**src/rtl/spi_flash_reader.sv**
```systemverilog
// ---------------------------------------------------------------------------
// spi_flash_reader
//
// SPI flash read engine (SPI mode 0). A start request is accepted while idle;
// the engine then lowers chip select, shifts out the read command and a
// 24-bit byte address MSB first, optionally clocks 8 dummy cycles
// (FAST_READ), shifts in DATA_WIDTH bits from MISO and presents them on
// oData together with a single-cycle oDataValid pulse. Chip select is then
// held high for a recovery period before the next request can be accepted.
//
// Parameters
//   DATA_WIDTH  bits read per transaction (multiple of 8, 8..64)
//   CLK_DIV     system clocks per SCK half-period (>= 1)
//   FAST_READ   0: command 8'h03, no dummy; 1: command 8'h0B + 8 dummy SCKs
//
// Ports
//   Clock       system clock, all logic on its rising edge
//   Reset       synchronous, active-high
//   iStart      request; accepted when iStart=1 and oBusy=0
//   iAddress    flash byte address, captured on acceptance
//   iSPIIn      flash MISO
//   oBusy       high from the cycle after acceptance to the end of recovery
//   oDataValid  one-cycle pulse, oData holds a new word
//   oData       last word read, MSB = first bit received
//   oSPIClock   SCK, idle low
//   oSPICs      chip select, active-low
//   oSPIOut     MOSI
// ---------------------------------------------------------------------------
module spi_flash_reader #(
   parameter int DATA_WIDTH = 16,
   parameter int CLK_DIV    = 2,
   parameter int FAST_READ  = 0
) (
   input  logic                  Clock,
   input  logic                  Reset,
   input  logic                  iStart,
   input  logic [23:0]           iAddress,
   input  logic                  iSPIIn,
   output logic                  oBusy,
   output logic                  oDataValid,
   output logic [DATA_WIDTH-1:0] oData,
   output logic                  oSPIClock,
   output logic                  oSPICs,
   output logic                  oSPIOut
);

   localparam logic [2:0] S_IDLE    = 3'd0;
   localparam logic [2:0] S_CMD     = 3'd1;
   localparam logic [2:0] S_DUMMY   = 3'd2;
   localparam logic [2:0] S_READ    = 3'd3;
   localparam logic [2:0] S_RECOVER = 3'd4;

   localparam int DIV_W = (CLK_DIV > 1) ? $clog2(CLK_DIV) : 1;
   localparam int REC_W = $clog2(2 * CLK_DIV);

   localparam logic [DIV_W-1:0] DIV_LAST   = DIV_W'(CLK_DIV - 1);
   localparam logic [REC_W-1:0] REC_LAST   = REC_W'(2 * CLK_DIV - 1);
   localparam logic [7:0]       CMD_BYTE   = (FAST_READ != 0) ? 8'h0B : 8'h03;
   localparam logic [6:0]       CMD_LAST   = 7'd31;
   localparam logic [6:0]       DUMMY_LAST = 7'd7;
   localparam logic [6:0]       READ_LAST  = 7'(DATA_WIDTH - 1);

   logic [2:0]            state;
   logic [DIV_W-1:0]      div_cnt;
   logic [REC_W-1:0]      rec_cnt;
   logic [6:0]            bit_cnt;
   // Remaining command/address bits; bit 31 of the frame goes straight
   // to oSPIOut at acceptance, so only 31 bits are kept here.
   logic [30:0]           shift_out;
   logic [DATA_WIDTH-1:0] shift_in;

   logic div_wrap;
   logic sck_rise;
   logic sck_fall;

   // The divider wrap is the only point where SCK toggles; the current SCK
   // level tells whether that toggle is a rising or falling edge.
   assign div_wrap = (div_cnt == DIV_LAST);
   assign sck_rise = div_wrap && !oSPIClock;
   assign sck_fall = div_wrap &&  oSPIClock;

   always_ff @(posedge Clock) begin
      if (Reset) begin
         state      <= S_IDLE;
         div_cnt    <= '0;
         rec_cnt    <= '0;
         bit_cnt    <= '0;
         shift_out  <= '0;
         shift_in   <= '0;
         oBusy      <= 1'b0;
         oDataValid <= 1'b0;
         oData      <= '0;
         oSPIClock  <= 1'b0;
         oSPICs     <= 1'b1;
         oSPIOut    <= 1'b0;
      end else begin
         oDataValid <= 1'b0;

         case (state)
            S_IDLE: begin
               if (iStart) begin
                  state     <= S_CMD;
                  oBusy     <= 1'b1;
                  oSPICs    <= 1'b0;
                  oSPIClock <= 1'b0;
                  div_cnt   <= '0;
                  bit_cnt   <= '0;
                  oSPIOut   <= CMD_BYTE[7];
                  shift_out <= {CMD_BYTE[6:0], iAddress};
               end
            end

            S_CMD, S_DUMMY, S_READ: begin
               if (!div_wrap) begin
                  div_cnt <= div_cnt + 1'b1;
               end else begin
                  div_cnt   <= '0;
                  oSPIClock <= ~oSPIClock;

                  if (sck_rise && (state == S_READ)) begin
                     shift_in <= {shift_in[DATA_WIDTH-2:0], iSPIIn};
                  end

                  // Every bit ends on an SCK falling edge; MOSI and phase
                  // changes happen only here, so nothing moves while SCK
                  // is high.
                  if (sck_fall) begin
                     bit_cnt <= bit_cnt + 7'd1;
                     case (state)
                        S_CMD: begin
                           if (bit_cnt == CMD_LAST) begin
                              bit_cnt <= '0;
                              oSPIOut <= 1'b0;
                              state   <= (FAST_READ != 0) ? S_DUMMY : S_READ;
                           end else begin
                              oSPIOut   <= shift_out[30];
                              shift_out <= {shift_out[29:0], 1'b0};
                           end
                        end
                        S_DUMMY: begin
                           if (bit_cnt == DUMMY_LAST) begin
                              bit_cnt <= '0;
                              state   <= S_READ;
                           end
                        end
                        S_READ: begin
                           // The last data bit was captured on the preceding
                           // rising edge, so shift_in is complete here.
                           if (bit_cnt == READ_LAST) begin
                              oSPICs     <= 1'b1;
                              oData      <= shift_in;
                              oDataValid <= 1'b1;
                              rec_cnt    <= '0;
                              state      <= S_RECOVER;
                           end
                        end
                        default: ;
                     endcase
                  end
               end
            end

            S_RECOVER: begin
               if (rec_cnt == REC_LAST) begin
                  state <= S_IDLE;
                  oBusy <= 1'b0;
               end else begin
                  rec_cnt <= rec_cnt + 1'b1;
               end
            end

            default: state <= S_IDLE;
         endcase
      end
   end

endmodule

```
**config.mk**
```make
export PLATFORM = sky130hd
export DESIGN_NAME = spi_flash_reader
export DESIGN_NICKNAME = d
export VERILOG_FILES = /design/src/rtl/spi_flash_reader.sv
export SDC_FILE = /design/constraint.sdc
export NUM_CORES = 1
export LEC_CHECK = 0
export ABC_CLOCK_PERIOD_IN_PS = 3050
export BUFFER_PORTS_ARGS = -buffer_cell sky130_fd_sc_hd__buf_2
export CORE_UTILIZATION = 50
export DETAILED_ROUTE_END_ITERATION = 10
export PLACE_DENSITY = 0.71
export SYNTH_ARGS = -nofsm -noshare
export SYNTH_HDL_FRONTEND = slang
export SYNTH_SLANG_ARGS = --single-unit
```
**constraint.sdc**
```tcl
create_clock -name Clock -period 3.05 [get_ports Clock]
set_input_delay 0.305 -clock Clock [delete_from_list [all_inputs] [get_ports Clock]]
set_output_delay 0.305 -clock Clock [all_outputs]
set_load 0.01 [all_outputs]
```
Word-level counts from Yosys, hierarchy flattened. Index checks and enable logic that the tools add are counted.

Register bits after elaboration: 81. Input bits: 28. Output and inout port bits: 21. Logic and storage cells: 109.

Add/sub/neg operators: 3. Eq/ne operators: 21. Multiplexer cells: 47. Bitwise gates (word level): 5. Reductions and logical operators: 21.

Operators by type and width (number): 2-to-1 mux 31 bit (5); one-hot mux 31 bit (2 select lines) (1); 2-to-1 mux 7 bit (5); one-hot mux 7 bit (2 select lines) (2); 2-to-1 mux 3 bit (7); inequality test 2 bit (second input constant) (9); one-hot mux 3 bit (3 select lines) (2); AND reduction 6 bit (3); 2-to-1 mux 1 bit (14); 2-to-1 mux 2 bit (5); one-hot mux 1 bit (2 select lines) (5); AND reduction 5 bit (2); inequality test 3 bit (second input constant) (3); AND reduction 3 bit (3); AND reduction 8 bit (1); adder 7 x 1 -> 7 bit (second input constant) (1); == test 7 x 3 -> 1 bit (second input constant) (1); == test 7 x 4 -> 1 bit (second input constant) (1); == test 7 x 5 -> 1 bit (second input constant) (1); == test 3 x 2 -> 1 bit (second input constant) (2); nonzero test 2 bit (3); NOT 1 bit (5); OR reduction 5 bit (1); inequality test 4 bit (second input constant) (1); 12 further kinds (14).

Longest topological paths before layout. Gate-level depths: netlist (run 1).

Depth in word-level cells: 6. Mapped depth: 7. Mapped depth without buffers: 5.

Least setup slack after synthesis (run 1). OpenSTA, ideal clock, no wires.

Path type: reg-to-reg. Start point: register oSPIClock. End point: register shift_out[30]. Setup time: 0.121 ns. Arrival: 1.854 ns. Required time: 2.929 ns. Setup slack: 1.075 ns. Cell stages (with the launch flop): 7. Path buffers: 2. Clock period less this slack: 1.975 ns. Cell sequence: dfxtp_1 > clkbuf_1 > o211ai_1 > a21o_1 > buf_6 > nor3_4 > mux2_4.

Longest elaborated chain between the ends: 3.

RTL lines: from (decl) (line 42) `output logic oSPIClock,`; from (signal assigned) (line 118) `oSPIClock <= ~oSPIClock;`; logical AND 1 bit (line 80) `assign sck_fall = div_wrap && oSPIClock;`; inequality test 2 bit (no source line); AND reduction 6 bit (no source line); to (signal assigned) (line 109) `shift_out <= {CMD_BYTE[6:0], iAddress};`; to (signal assigned) (line 137) `shift_out <= {shift_out[29:0], 1'b0};`; to (decl) (line 69) `logic [30:0] shift_out;`.

No other way between the ends. A chain may end at the register's enable or synchronous reset.

Worst setup path in the final report (run 1).
Start point: register state[0]. End point: register shift_out[2].

Longest elaborated chain between the ends: 4. Elaborated cells between the ends (all ways): 13. Those cells by class: 8 x eq/ne; 1 x mux; 4 x reduce/logical.

RTL lines: from (decl) (line 63) `logic [2:0] state;`; from (signal assigned) (line 134) `state <= (FAST_READ != 0) ? S_DUMMY : S_READ;`; == test 3 x 2 -> 1 bit or == test 3 x 1 -> 1 bit (tied branches) (line 99, 129); OR reduction 3 bit (line 99) `case (state)`; inequality test 2 bit (no source line) or nonzero test 2 bit (tied branches); AND reduction 6 bit (no source line).

Parallel ways exist; a longest one is shown, timed or not.

==> metrics.csv, run 1 <==
metric,value,unit
start_util,0.5231,
io_pins,49,
synth_nets,468,
diodes,0,
cts_root_buffer,clkbuf_8,
fin_tns_setup,0,ns
setup_slack,0.6339,ns
hold-path-cell-count,3,
drv_cap,0,
die_area,7530,µm²
hold_viol_final,0,
critPathKind,flip-flop to flip-flop,
fin_nets,497,
vias,3181,
routed_wl,8.004,mm
rows,30,
synth_top_family_by_area,simple AND/OR/NAND/NOR gates,
r2r_cells,5,
p_leak,1.500,nW
yosysWarnings,0,
clkLatencyLatePin,0.35,ns
placed_cell_area,3852,µm²
timing.critical_path.from,state[0],
synth-edff-count,0,
die_x,86.78,µm
grt_first_pass_wirelength,13.67,mm
clk_path_buf_depth,2,
hp-start,iSPIIn,
power.total,2.082,mW
fillCellCount,635,
grt-ovfl-total,0,
pwr-share-clk,0.365,
fmax,0.4139,GHz
cts-resized-gates,0,
core,6869,µm²
setup_violations,0,
via_per_inst,5.620,
maxSlewHeadroom,0.5077,
final_core_util,0.5876,
synth_seq_cells,81,
pwr-share-comb,0.095,
area_growth,12.33,%
muxShareOfSynthArea,0.01532,
routedWlPerCell,14.14,µm
p_per_area,515.9,nW/µm²
drive_gt1_frac,0.1830,
cts_setup_buffers,0,
hold_buffers,0,
final_area,4036,µm²
route.detailed.drc,0,
synth_flop_cell,dfxtp_1,
mostFrequentLayoutCells,"nand2_1, dfxtp_1, buf_2",
required,3.27,ns
rsz0062_at_grt,false,
critPathArrivalTime,2.64,ns
stdcell_count,566,
reg2reg_from,state[0],
crit_path_end_kind,flip-flop,
die_h,86.78,µm
synth-xor-area-share,0.01219,
finalMaxSlewViolations,0,
first_pass_iters,4,
antenna_left,0,
min_period,2.416,ns
timing.hold.ws,0.1869,ns
syn_area_per_cell,8.204,µm²
path_max_fanout,17,
swShare,0.2482,
synth-simple-area-share,0.2336,
holdCritPathClass,primary input to flip-flop,
synth_compound_area_frac,0.2284,
status,completed,
p_int,1.566,mW
grt_max_degree,50,
ctsHtreeMaxLevel,3,
placed_cells,552,
async_flop_share,0,
path_clk_slew,0.08,ns
cp-start-kind,flip-flop,
gp_congestion,0.8770,
drt_iter0_markers,202,
grt_use_total,0.2301,
grt_pass1_vias,2973,
numCtsBuffers,9,
synthAdderAreaFrac,0.006964,
netlist_area,3593,µm²
tightest_slew,0.7374,ns
vdd_drop_max,0.0002517,V
dp_hpwl,5.141,mm
period_share,0.7922,
clock_skew,0.01048,ns
switching_power,0.5169,mW
power_frac_seq,0.540,
final_common_cell,nand2_1,
clkSinkCount,81,
cts_tree,yes,
synth_cell_types,51,
antenna_found_initial,0,
ys_seq_area_frac,0.4513,
portBuffers,48,
synthesis.instances,438,
dp_slack,0.6722,ns
sequential cells by signal (all words and copies together) (netlist names):
| signal | count |
|---|---|
| shift_out | 31 |
| oSPIClock | 1 |
| bit_cnt | 7 |
| state | 3 |
| shift_in | 16 |
| oBusy | 1 |
| oData | 16 |
| oDataValid | 1 |
| div_cnt | 1 |
| oSPICs | 1 |
| rec_cnt | 2 |
| oSPIOut | 1 |
worst max-delay path: stages (launching register included):
cell	delay, ns
dfxtp_1	0.66
o211ai_1	0.33
a21o_1	0.38
nor3_4	0.47
buf_4	0.31
a311oi_1	0.12
area by class of cell:
class | instances | area (µm²) | area share
clock buffers | 11 | 141.4 | 0.03503
clock inverters | 3 | 42.54 | 0.01054
inverters | 3 | 11.26 | 0.002790
multi-input cells | 315 | 1792 | 0.4439
flip-flops and latches | 81 | 1622 | 0.4017
well taps | 96 | 120.1 | 0.02976
repair buffers | 57 | 307.8 | 0.07626
layer usage:
metal | up-vias | GRT usage | share of wire
met3 | 12 | 0.07048 | 0.052
li1 | 1615 | - | -
met1 | 1469 | 0.3118 | 0.49
met2 | 85 | 0.3463 | 0.45
met4 | 0 | 0.08333 | 0.011
met5 | - | 0 | 0
power by group through the flow:
stage               registers [mW]  logic [mW]  clock network, mW
global route                  1.13       0.222              0.830
detailed placement            1.15       0.197                  0
CTS                           1.12       0.197              0.785
global placement              1.15       0.192                  0
floorplan                     1.14       0.154                  0
finish                        1.12       0.197              0.760
Yosys cell counts, types with 3 or more instances:
| master | count | area share |
|---|---|---|
| nand3_1 | 14 | 0.019 |
| xnor2_1 | 5 | 0.012 |
| nand2_1 | 115 | 0.12 |
| nor2b_1 | 3 | 0.0052 |
| buf_6 | 3 | 0.0094 |
| a31oi_1 | 27 | 0.047 |
| inv_1 | 3 | 0.0031 |
| nor2_1 | 17 | 0.018 |
| nand2b_1 | 4 | 0.0070 |
| o21ai_0 | 3 | 0.0042 |
| a21oi_1 | 40 | 0.056 |
| nor4_1 | 3 | 0.0052 |
| dfxtp_1 | 81 | 0.45 |
| a31o_2 | 5 | 0.012 |
| a311oi_1 | 23 | 0.056 |
| nor3_1 | 8 | 0.011 |
| mux2i_1 | 4 | 0.011 |
| clkbuf_1 | 28 | 0.029 |
| a211oi_1 | 5 | 0.010 |
| buf_2 | 6 | 0.0084 |
path summary, 6_finish.rpt:
check / to / slack (ns)
max: shift_out[2] / 0.63
min: shift_in[0] / 0.19
max reg2reg: shift_out[2] / 0.63
min reg2reg: oData[7] / 0.45
cells by family (layout without fill, tap and decap cells):
logic type	count (synthesis)	count (layout)
and+or+nand+nor	183	183
AOI/OAI and AO/OA	120	120
DFF	81	81
buffers and inverters	42	74
xor gates and xnor gates	5	5
muxes	5	5
adders and majority gates	2	2
No activity file was read; power rests on OpenSTA's default activity.
==> inputs of run 2 (changes only) <==
--- a/config.mk
+++ b/config.mk
@@ -5,11 +5,12 @@
 export SDC_FILE = /design/constraint.sdc
 export NUM_CORES = 1
 export LEC_CHECK = 0
-export ABC_CLOCK_PERIOD_IN_PS = 3050
+export ABC_AREA = 1
+export ABC_CLOCK_PERIOD_IN_PS = 2200
 export BUFFER_PORTS_ARGS = -buffer_cell sky130_fd_sc_hd__buf_2
 export CORE_UTILIZATION = 50
 export DETAILED_ROUTE_END_ITERATION = 10
-export PLACE_DENSITY = 0.71
+export PLACE_DENSITY = 0.74
 export SYNTH_ARGS = -nofsm -noshare
 export SYNTH_HDL_FRONTEND = slang
 export SYNTH_SLANG_ARGS = --single-unit
==> constraint.sdc (replaced) <==
create_clock -name Clock -period 2.2 [get_ports Clock]
set_input_delay 0.22 -clock Clock [delete_from_list [all_inputs] [get_ports Clock]]
set_output_delay 0.22 -clock Clock [all_outputs]
set_load 0.01 [all_outputs]
==> metrics.csv, run 2 <==
metric,value,unit,change
wl_met1,3.306,mm,-15%
dp_hpwl,4.629,mm,-10%
rows,30,,unchanged
synth_commonest_cells,"nor2_1, nand2_1, dfxtp_1, o21ai_0, a21oi_1",,
grt_pass1_vias,2779,,-6.5%
antenna_found_initial,0,,unchanged
first_pass_iters,8,,+4
drive_gt1_frac,0.1588,,-0.02413
synth-edff-count,0,,unchanged
final_common_cell,nor2_1,,
path_max_fanout,33,,+16
ctsHtreeMaxLevel,3,,unchanged
core,6794,µm²,-1.1%
diodes,0,,unchanged
mostFrequentLayoutCells,"nor2_1, nand2_1, dfxtp_1",,
top_layer,met4,,
synth_seq_cells,81,,unchanged
p_per_area,1155,nW/µm²,+120%
cts_root_buffer,clkbuf_8,,
setup_violations,0,,unchanged
synth_flop_cell,dfxtp_1,,
dr_wl_met2,3.189,mm,-12%
dp_slack,0.4882,ns,-0.1840 ns
max_stage_delay,0.38,ns,-0.28 ns
die_x,85.72,µm,-1.2%
yosysMostFrequentCell,nor2_1,,
hold-path-cell-count,3,,unchanged
power.total,4.656,mW,+120%
period_share,0.7917,,about the same
synth.area.top_cells,"dfxtp_1, nor2_1, nand2_1, o21ai_0, a21oi_1",,
critPathArrivalTime,1.97,ns,-0.67 ns
cts-resized-gates,0,,unchanged
grt_max_degree,42,,-16%
cts_setup_buffers,0,,unchanged
tightest_slew,0.3495,ns,-0.3879 ns
start_util,0.5158,,-0.007295
critPathKind,flip-flop to flip-flop,,
placed_cell_area,3824,µm²,-0.75%
violations,design-rule violations,,
synthesis.instances,507,,+16%
io_pins,49,,unchanged
p_leak,1.893,nW,+26%
syn_area_per_cell,6.912,µm²,-16%
critPathTopFamily,simple AND/OR/NAND/NOR gates,,
hold_viol_final,0,,unchanged
finalMaxSlewViolations,0,,unchanged
cpMostUsedCell,nand3_1,,
path_depth,7,,+2
largest_register_ffs,31,,unchanged
required,2.43,ns,-0.84 ns
grt_first_pass_wirelength,11.89,mm,-13%
routedWlPerCell,10.54,µm,-25%
grt_use_total,0.1998,,-0.03031
ys_seq_area_frac,0.4627,,+0.01144
fmax,0.5742,GHz,+39%
netlist_area,3505,µm²,-2.5%
numCtsBuffers,9,,unchanged
drt_iter0_markers,185,,-8.4%
r2r_cells,7,,+2
status,finished with violations,,
routed_wl,6.852,mm,-14%
synth_top_area_share,0.4627,,+0.01144
gp_congestion,0.8874,,+1.2%
crit_path_end_kind,flip-flop,,
cts_tree,yes,,
crit_chain,ha_1 > nand3_1 > nor2_1 > nand3_1 > buf_4 > o21ai_0 > a21oi_1,,
yosysWarnings,0,,unchanged
critPathSlowestCell,dfxtp_1,,
placed_cells,635,,+15%
cp_num_buf_inv,1,,unchanged
clk_path_buf_depth,2,,unchanged
antenna_left,0,,unchanged
maxSlewHeadroom,0.7664,,+0.2587
route.detailed.drc,1,,+1
clock_skew,0.01625,ns,+0.005774 ns
synth_area_leader_cell,dfxtp_1,,
synth_nets,537,,+15%
fin_nets,580,,+17%
rsz0062_at_grt,false,,
min_period,1.742,ns,-0.6745 ns
final_area,4033,µm²,about the same
vdd_drop_max,0.0005597,V,+120%
holdCritPathClass,primary input to flip-flop,,
hold_buffers,0,,unchanged
top_regs,"shift_out x31, oData x16, shift_in x16",,
via_per_inst,4.889,,-13%
path_clk_slew,0.09,ns,about the same
timing.hold.ws,0.1266,ns,-0.06037 ns
portBuffers,48,,unchanged
area_growth,15.07,%,
clkLatencyLatePin,0.35,ns,about the same
setup_slack,0.4584,ns,-0.1755 ns
cp-start-kind,flip-flop,,
wl_met3,296,µm,-30%
vias,3178,,-0.094%
stdcell_count,650,,+15%
final_core_util,0.5936,,+0.005940
die_area,7348,µm²,-2.4%
clkSinkCount,81,,unchanged
die_h,85.72,µm,-1.2%
async_flop_share,0,,unchanged
fin_tns_setup,0,ns,unchanged
grt-ovfl-total,0,,unchanged
drv_cap,0,,unchanged
synth_cell_types,26,,-49%
largest-register,shift_out,,
-- run 2: changes by cell type after synthesis, sizes merged, moves of 5 or more --
cell    previous run  this run
a31oi             27         0
nor2              17       121
o21ai              3        68
a31o               5         0
inv                3        37
a21oi             40        34
xnor2              5         0
a211oi             6         1
clkbuf            28        13
a311oi            23         0
nand2            115       108
-- run 2: worst paths after layout --
path	startpoint	endpoint	slack, ns
max	bit_cnt[0]	oData[1]	0.46
min	iAddress[0]	shift_out[0]	0.13
max reg2reg	bit_cnt[0]	oData[1]	0.46
min reg2reg	oData[2]	oData[2]	0.44
-- run 2: kinds of logic (layout without fill, tap and decap cells) --
family / count (synthesis) / in the layout / share of synthesized area
xor gates and xnor gates: 2 / 2 / 0.004999
DFF: 81 / 81 / 0.4627
and+or+nand+nor: 254 / 254 / 0.2963
adders and majority gates: 2 / 2 / 0.007139
AOI/OAI and AO/OA: 105 / 105 / 0.1524
buffers and inverters: 63 / 110 / 0.07640
-- run 2: area by class of cell --
class	count	area, µm²
Inverter	37	138.9
Multi-Input combinational cell	363	1615
Clock buffer	10	127.6
Clock inverter	5	81.33
Sequential cell	81	1622
Tap cell	96	120.1
Timing Repair Buffer	58	327.8
Fill cell	666	2761
-- run 2: routing by layer --
layer  vias up  GRT usage
met5         -          0
met1      1400     0.2544
li1       1700          -
met4         0    0.05455
met3         7    0.05390
met2        71     0.3353
-- run 2: worst min-delay path: stages --
cell and delay, ns:
buf_2 0.08, a21oi_1 0.06, nor2_1 0.09
-- run 2: where the power goes --
part	leakage [nW]	total [mW]	switching (mW)	internal [mW]
clock network	0.102	1.15	0.512	0.633
registers	0.661	1.89	0.161	1.73
logic	1.13	1.62	1.06	0.564
